File: src/rtl/alu_arbiter_pkg.sv
// alu_arbiter_pkg
// Shared definitions for the two-requester ALU arbiter. This package holds
// the ALU opcode encodings and the arbiter FSM state encoding.
package alu_arbiter_pkg;

    localparam logic [2:0] OP_AND = 3'b000;
    localparam logic [2:0] OP_OR  = 3'b001;
    localparam logic [2:0] OP_ADD = 3'b010;
    localparam logic [2:0] OP_SUB = 3'b100;
    localparam logic [2:0] OP_MUL = 3'b101;
    localparam logic [2:0] OP_SLT = 3'b110;

    typedef enum logic [1:0] {
        ST_IDLE = 2'd0,
        ST_EXEC = 2'd1,
        ST_RESP = 2'd2
    } state_e;

endpackage

File: src/rtl/alu_arbiter_alu_core.sv
// alu_core
// Combinational WIDTH-bit ALU used by alu_arbiter.
// Ports:
//   a_i, b_i   operands
//   ctrl_i     operation code (see alu_arbiter_pkg)
//   result_o   result, low WIDTH bits; 0 for unsupported codes
//   zero_o     result_o == 0
//   err_o      ctrl_i is not a supported code (011, 111)
module alu_core
    import alu_arbiter_pkg::*;
#(
    parameter int WIDTH = 32
) (
    input  logic [WIDTH-1:0] a_i,
    input  logic [WIDTH-1:0] b_i,
    input  logic [2:0]       ctrl_i,
    output logic [WIDTH-1:0] result_o,
    output logic             zero_o,
    output logic             err_o
);

    always_comb begin
        result_o = '0;
        err_o    = 1'b0;
        case (ctrl_i)
            OP_AND:  result_o = a_i & b_i;
            OP_OR:   result_o = a_i | b_i;
            OP_ADD:  result_o = a_i + b_i;
            OP_SUB:  result_o = a_i - b_i;
            OP_MUL:  result_o = a_i * b_i;
            // Unsigned compare, zero-extended to the full width.
            OP_SLT:  result_o = {{(WIDTH-1){1'b0}}, (a_i < b_i)};
            default: err_o    = 1'b1;
        endcase
    end

    assign zero_o = (result_o == '0);

endmodule

File: src/rtl/alu_arbiter.sv
// alu_arbiter
// Arbitrates two requesters onto one shared ALU. Each operation takes
// accept (IDLE) -> EXEC (one cycle, result registered) -> RESP (held until
// the owner's rsp ready). Ties are broken by a round-robin pointer that is
// flipped to the loser on every acceptance.
// Ports:
//   clk, rst_n                      clock, synchronous active-low reset
//   reqN_valid/ready, reqN_a/b/ctrl request handshake and operands, N=0,1
//   rspN_valid/ready                response handshake, N=0,1
//   rsp_result, rsp_zero, rsp_err   registered result shared by both ports
//
// state   | meaning
// IDLE    | waiting for a request; grant one valid requester
// EXEC    | latched operands drive the ALU; result is registered
// RESP    | rsp valid toward owner; outputs held until owner ready
module alu_arbiter
    import alu_arbiter_pkg::*;
#(
    parameter int WIDTH = 32
) (
    input  logic             clk,
    input  logic             rst_n,
    input  logic             req0_valid,
    output logic             req0_ready,
    input  logic [WIDTH-1:0] req0_a,
    input  logic [WIDTH-1:0] req0_b,
    input  logic [2:0]       req0_ctrl,
    input  logic             req1_valid,
    output logic             req1_ready,
    input  logic [WIDTH-1:0] req1_a,
    input  logic [WIDTH-1:0] req1_b,
    input  logic [2:0]       req1_ctrl,
    output logic             rsp0_valid,
    input  logic             rsp0_ready,
    output logic             rsp1_valid,
    input  logic             rsp1_ready,
    output logic [WIDTH-1:0] rsp_result,
    output logic             rsp_zero,
    output logic             rsp_err
);

    state_e           state_q, state_d;
    logic             ptr_q, ptr_d;
    logic             owner_q, owner_d;
    logic [WIDTH-1:0] a_q, a_d;
    logic [WIDTH-1:0] b_q, b_d;
    logic [2:0]       ctrl_q, ctrl_d;
    logic [WIDTH-1:0] result_q, result_d;
    logic             zero_q, zero_d;
    logic             err_q, err_d;

    logic [WIDTH-1:0] alu_result;
    logic             alu_zero;
    logic             alu_err;
    logic             grant0;
    logic             grant1;

    alu_core #(.WIDTH(WIDTH)) u_alu_core (
        .a_i      (a_q),
        .b_i      (b_q),
        .ctrl_i   (ctrl_q),
        .result_o (alu_result),
        .zero_o   (alu_zero),
        .err_o    (alu_err)
    );

    // A lone valid requester always wins; the pointer only matters on a tie.
    assign grant0 = req0_valid && (!req1_valid || !ptr_q);
    assign grant1 = req1_valid && (!req0_valid ||  ptr_q);

    always_ff @(posedge clk) begin
        if (!rst_n) begin
            state_q  <= ST_IDLE;
            ptr_q    <= 1'b0;
            owner_q  <= 1'b0;
            a_q      <= '0;
            b_q      <= '0;
            ctrl_q   <= '0;
            result_q <= '0;
            zero_q   <= 1'b0;
            err_q    <= 1'b0;
        end else begin
            state_q  <= state_d;
            ptr_q    <= ptr_d;
            owner_q  <= owner_d;
            a_q      <= a_d;
            b_q      <= b_d;
            ctrl_q   <= ctrl_d;
            result_q <= result_d;
            zero_q   <= zero_d;
            err_q    <= err_d;
        end
    end

    always_comb begin
        state_d    = state_q;
        ptr_d      = ptr_q;
        owner_d    = owner_q;
        a_d        = a_q;
        b_d        = b_q;
        ctrl_d     = ctrl_q;
        result_d   = result_q;
        zero_d     = zero_q;
        err_d      = err_q;
        req0_ready = 1'b0;
        req1_ready = 1'b0;
        rsp0_valid = 1'b0;
        rsp1_valid = 1'b0;

        case (state_q)
            ST_IDLE: begin
                req0_ready = grant0;
                req1_ready = grant1;
                if (grant0 || grant1) begin
                    owner_d = grant1;
                    // Point at the requester that did not win.
                    ptr_d   = grant0;
                    a_d     = grant1 ? req1_a    : req0_a;
                    b_d     = grant1 ? req1_b    : req0_b;
                    ctrl_d  = grant1 ? req1_ctrl : req0_ctrl;
                    state_d = ST_EXEC;
                end
            end
            ST_EXEC: begin
                result_d = alu_result;
                zero_d   = alu_zero;
                err_d    = alu_err;
                state_d  = ST_RESP;
            end
            ST_RESP: begin
                rsp0_valid = !owner_q;
                rsp1_valid =  owner_q;
                if (owner_q ? rsp1_ready : rsp0_ready) begin
                    state_d = ST_IDLE;
                end
            end
            default: state_d = ST_IDLE;
        endcase
    end

    assign rsp_result = result_q;
    assign rsp_zero   = zero_q;
    assign rsp_err    = err_q;

endmodule

File: config.mk
export PLATFORM = sky130hd
export DESIGN_NAME = alu_arbiter
export DESIGN_NICKNAME = d
export VERILOG_FILES = /design/src/rtl/alu_arbiter_pkg.sv /design/src/rtl/alu_arbiter_alu_core.sv /design/src/rtl/alu_arbiter.sv
export SDC_FILE = /design/constraint.sdc
export NUM_CORES = 2
export LEC_CHECK = 0
export CORE_MARGIN = 2
export CORE_UTILIZATION = 60
export DETAILED_ROUTE_END_ITERATION = 16
export DONT_BUFFER_PORTS = 1
export PLACE_DENSITY = 0.86
export SLEW_MARGIN = 20
export SYNTH_ARGS = -nofsm -noshare
export SYNTH_HDL_FRONTEND = slang
export SYNTH_SLANG_ARGS = --single-unit
File: constraint.sdc
create_clock -name clk -period 10.8 [get_ports clk]
set_clock_uncertainty 0.15 [all_clocks]
set_input_delay 1.08 -clock clk [delete_from_list [all_inputs] [get_ports clk]]
set_output_delay 1.08 -clock clk [all_outputs]
set_load 0.01 [all_outputs]
==> impl_metrics.csv <==
group,metric,value,unit
run_status,status,"completed",
timing,timing.final.crit_share,90.1,%
route,wire_per_inst,27.4,um
global_routing,grt_pass1_vias,22400,
pwr,p_per_area,253,nW/um^2
route,finalWirelength,93000,um
critical_path,required,10.96,ns
timing,setup_tns,0,ns
critical_path,critical_path.slowest_cell,"dfxtp_1",
pwr,combPwrFrac,85.5,%
cts,cts-root-buf,"clkbuf_16",
cells_and_area,drive_above_1_share,3.45,%
global_routing,grt-ovfl-total,0,
cts,post_cts_buffers,0,
placement,gp_congestion,1.08,
route,vias,22000,
yosys,syn-num-nets,3749,
timing,fin_crit,9.73,ns
run,drv_cap,0,
pwr,switching_share,60.6,%
pwr,leakagePower,11.8,nW
timing,maxSlewViolCount,0,
global_routing,grt_antenna_before_repair,7,
critical_path,cp-start-kind,"flop",
critical_path,path_buf_inv,4,
yosys,syn_area_per_cell,8.21,sq um
floorplan,start_util,61.1,%
placement,place_hpwl,74200,um
cells_and_area,syn2layout_area_growth,3.00,%
floorplan,dieWidth,206,um
placement,portBuffers,0,
route,vias_per_cell,6.46,
cts,clock_latency,0.38,ns
yosys,synth.distinct_cells,85,
worst_hold_path,hold_path_class,"reg2reg",
route,dr.pass1.iters,6,
timing,setup_viol,0,
cts,cts_max_level,3,
cts,cts_resized,0,
cells_and_area,fin_nets,3633,
critical_path,cp.arrival,9.89,ns
route,drc_errors,0,
yosys,async_reset_ff_share,0,%
pwr,power,6.38,mW
cts,cts.clk_slew.worst_paths,0.09,ns
cells_and_area,mostFrequentLayoutCell,"nor2_1",
critical_path,cp_max_fo,14,
timing,slew_headroom,21.6,%
cells_and_area,final_cell_mix,"nor2_1 (486), inv_1 (466), fa_1 (410)",
floorplan,coreArea,40000,sq um
critical_path,setup.worst_path.class,"reg2reg",
pwr,p_int,2.51,mW
yosys,synth_edf_count,0,
yosys,yosys_warnings,0,
floorplan,fp-row-count,73,
timing,worst_pin_slew,1.17,ns
critical_path,endpoint_kind,"flop",
cts,clockBufferDepth,2,
critical_path,cp_top_family,"adder cells",
timing,hold_viol_final,0,
yosys,syn_inst,2980,
global_routing,grt_use_total,45.2,%
pwr,p_seq_share,8.9,%
cts,cts_tree,"done",
critical_path,cpMostUsedCell,"fa_1",
pwr,vdd_drop_max,0.254,mV
floorplan,dieArea,42400,sq um
yosys,ys_ff_latch,105,
timing,rsz0062_at_grt,"false",
cts,cts_sinks,105,
yosys,netlist_area,24500,sq um
floorplan,die_h,206,um
floorplan,io_pins,178,
global_routing,grt_pass1_wl,139000,um
cells_and_area,stdcell_count,3400,
yosys,ys_seq_area_share,8.59,%
route,ant_nets,0,
placement,dp_cells,3377,
pwr,pwr-share-clk,5.6,%
pwr,p_switching,3.86,mW
yosys,synthFlopType,"dfxtp_1",
global_routing,grt_max_degree,97,
cts,holdBufCountCts,0,
timing,hold_ws,0.356,ns
critical_path,cp_slowest_stage_delay,1.08,ns
route,drtIter0Drc,2596,
timing,fmax,103,MHz
cts,numCtsBuffers,9,
[final cells by class]
cell class              instances  area, sq um
repair buffers                 47          373
well taps                     525          657
flip-flops and latches        105         2100
fillers                      3524        14800
clock buffers                   9          225
multi-input cells            2216        19900
diodes                          6         15.0
clock inverters                 7         96.3
inverters                     485         1820
[metrics by stage]
| step | util (%) | cell area (sq um) | setup WS, ns |
|---|---|---|---|
| 2_1_floorplan | - | 24500 | 2.95 |
| 5_1_grt | 63.0 | 25200 | 0.890 |
| 3_3_place_gp | 62.1 | 24800 | 1.57 |
| 6_report | 63.0 | 25200 | 1.07 |
| 3_5_place_dp | 62.1 | 24800 | 1.41 |
| 4_1_cts | 62.9 | 25200 | 1.36 |
[per-layer routing]
layer | GRT usage [%] | up-vias | part of all wire (%)
met5 | 0 | - | 0.013
met4 | 26.6 | 2 | 7.1
met3 | 12.2 | 354 | 12
met2 | 69.7 | 1570 | 44
met1 | 57.2 | 10700 | 37
li1 | - | 9343 | -
[worst paths after layout]
path	start	to	slack [ns]	cells after the start
max	a_q[4]$_SDFFE_PN0P_	rsp_zero$_SDFFE_PN0N_	1.07	25
min	rsp_result[20]$_SDFFE_PN0N_	rsp_result[20]$_SDFFE_PN0N_	0.36	2
max reg2reg	a_q[4]$_SDFFE_PN0P_	rsp_zero$_SDFFE_PN0N_	1.07	25
min reg2reg	rsp_result[20]$_SDFFE_PN0N_	rsp_result[20]$_SDFFE_PN0N_	0.36	2
[power groups by stage]
stage	logic (mW)	registers (mW)	clock network [mW]
6_report	5.45	0.567	0.357
5_1_grt	5.78	0.568	0.372
4_1_cts	5.26	0.558	0.359
3_5_place_dp	5.22	0.568	0
3_3_place_gp	5.09	0.564	0
2_1_floorplan	3.43	0.500	0
[sequential cells by signal, summed over array words and instances (netlist names)]
register and flops:
rsp_zero 1, a_q 32, rsp_err 1, ctrl_q 3
rsp_result 32, b_q 32, ptr_q 1, owner_q 1
state_q 2
[tightest hold or removal path: stages (launching register included)]
cell and delay [ns]:
dfxtp_1 0.35, nand2_1 0.06, a21oi_1 0.05
[kinds of logic (layout without fill, tap and decap cells)]
| logic type | after synthesis | in the layout | share of synthesized area [%] |
|---|---|---|---|
| muxes | 79 | 79 | 3.29 |
| adders and majority gates | 629 | 629 | 44.8 |
| other | 0 | 6 | 0 |
| DFF | 105 | 105 | 8.59 |
| AOI/OAI and AO/OA | 495 | 495 | 14.3 |
| buffers and inverters | 659 | 548 | 10.2 |
| xor gates and xnor gates | 96 | 96 | 3.44 |
| and+or+nand+nor | 917 | 917 | 15.4 |
[cells in the mapped netlist (8+ instances only)]
cell type | count | area (sq um)
o21a_1 | 12 | 90.1
nand4_1 | 10 | 62.6
nor2b_1 | 13 | 81.3
xor2_1 | 19 | 166
o221ai_1 | 10 | 87.6
xnor2_1 | 77 | 674
o21ai_1 | 10 | 50.1
buf_2 | 8 | 40.0
or3_1 | 9 | 56.3
a31oi_1 | 17 | 106
o21bai_1 | 16 | 120
o21ai_0 | 61 | 305
o211ai_1 | 12 | 90.1
o22ai_1 | 13 | 81.3
buf_1 | 29 | 109
and3_1 | 8 | 50.1
fa_1 | 410 | 8210
a221oi_1 | 9 | 78.8
nand2_1 | 284 | 1070
nand3_1 | 23 | 115
clkinv_1 | 12 | 45.0
clkbuf_1 | 136 | 510
o31ai_1 | 9 | 67.6
nor2_1 | 487 | 1830
nand2b_1 | 16 | 100
and2_1 | 11 | 68.8
a21oi_1 | 92 | 460
a21o_1 | 31 | 233
nor3_1 | 30 | 150
a211oi_1 | 108 | 811
ha_1 | 219 | 2740
inv_1 | 467 | 1750
mux2i_1 | 77 | 771
a221o_1 | 16 | 160
dfxtp_1 | 105 | 2100
Power figures use the tool's default switching activity.
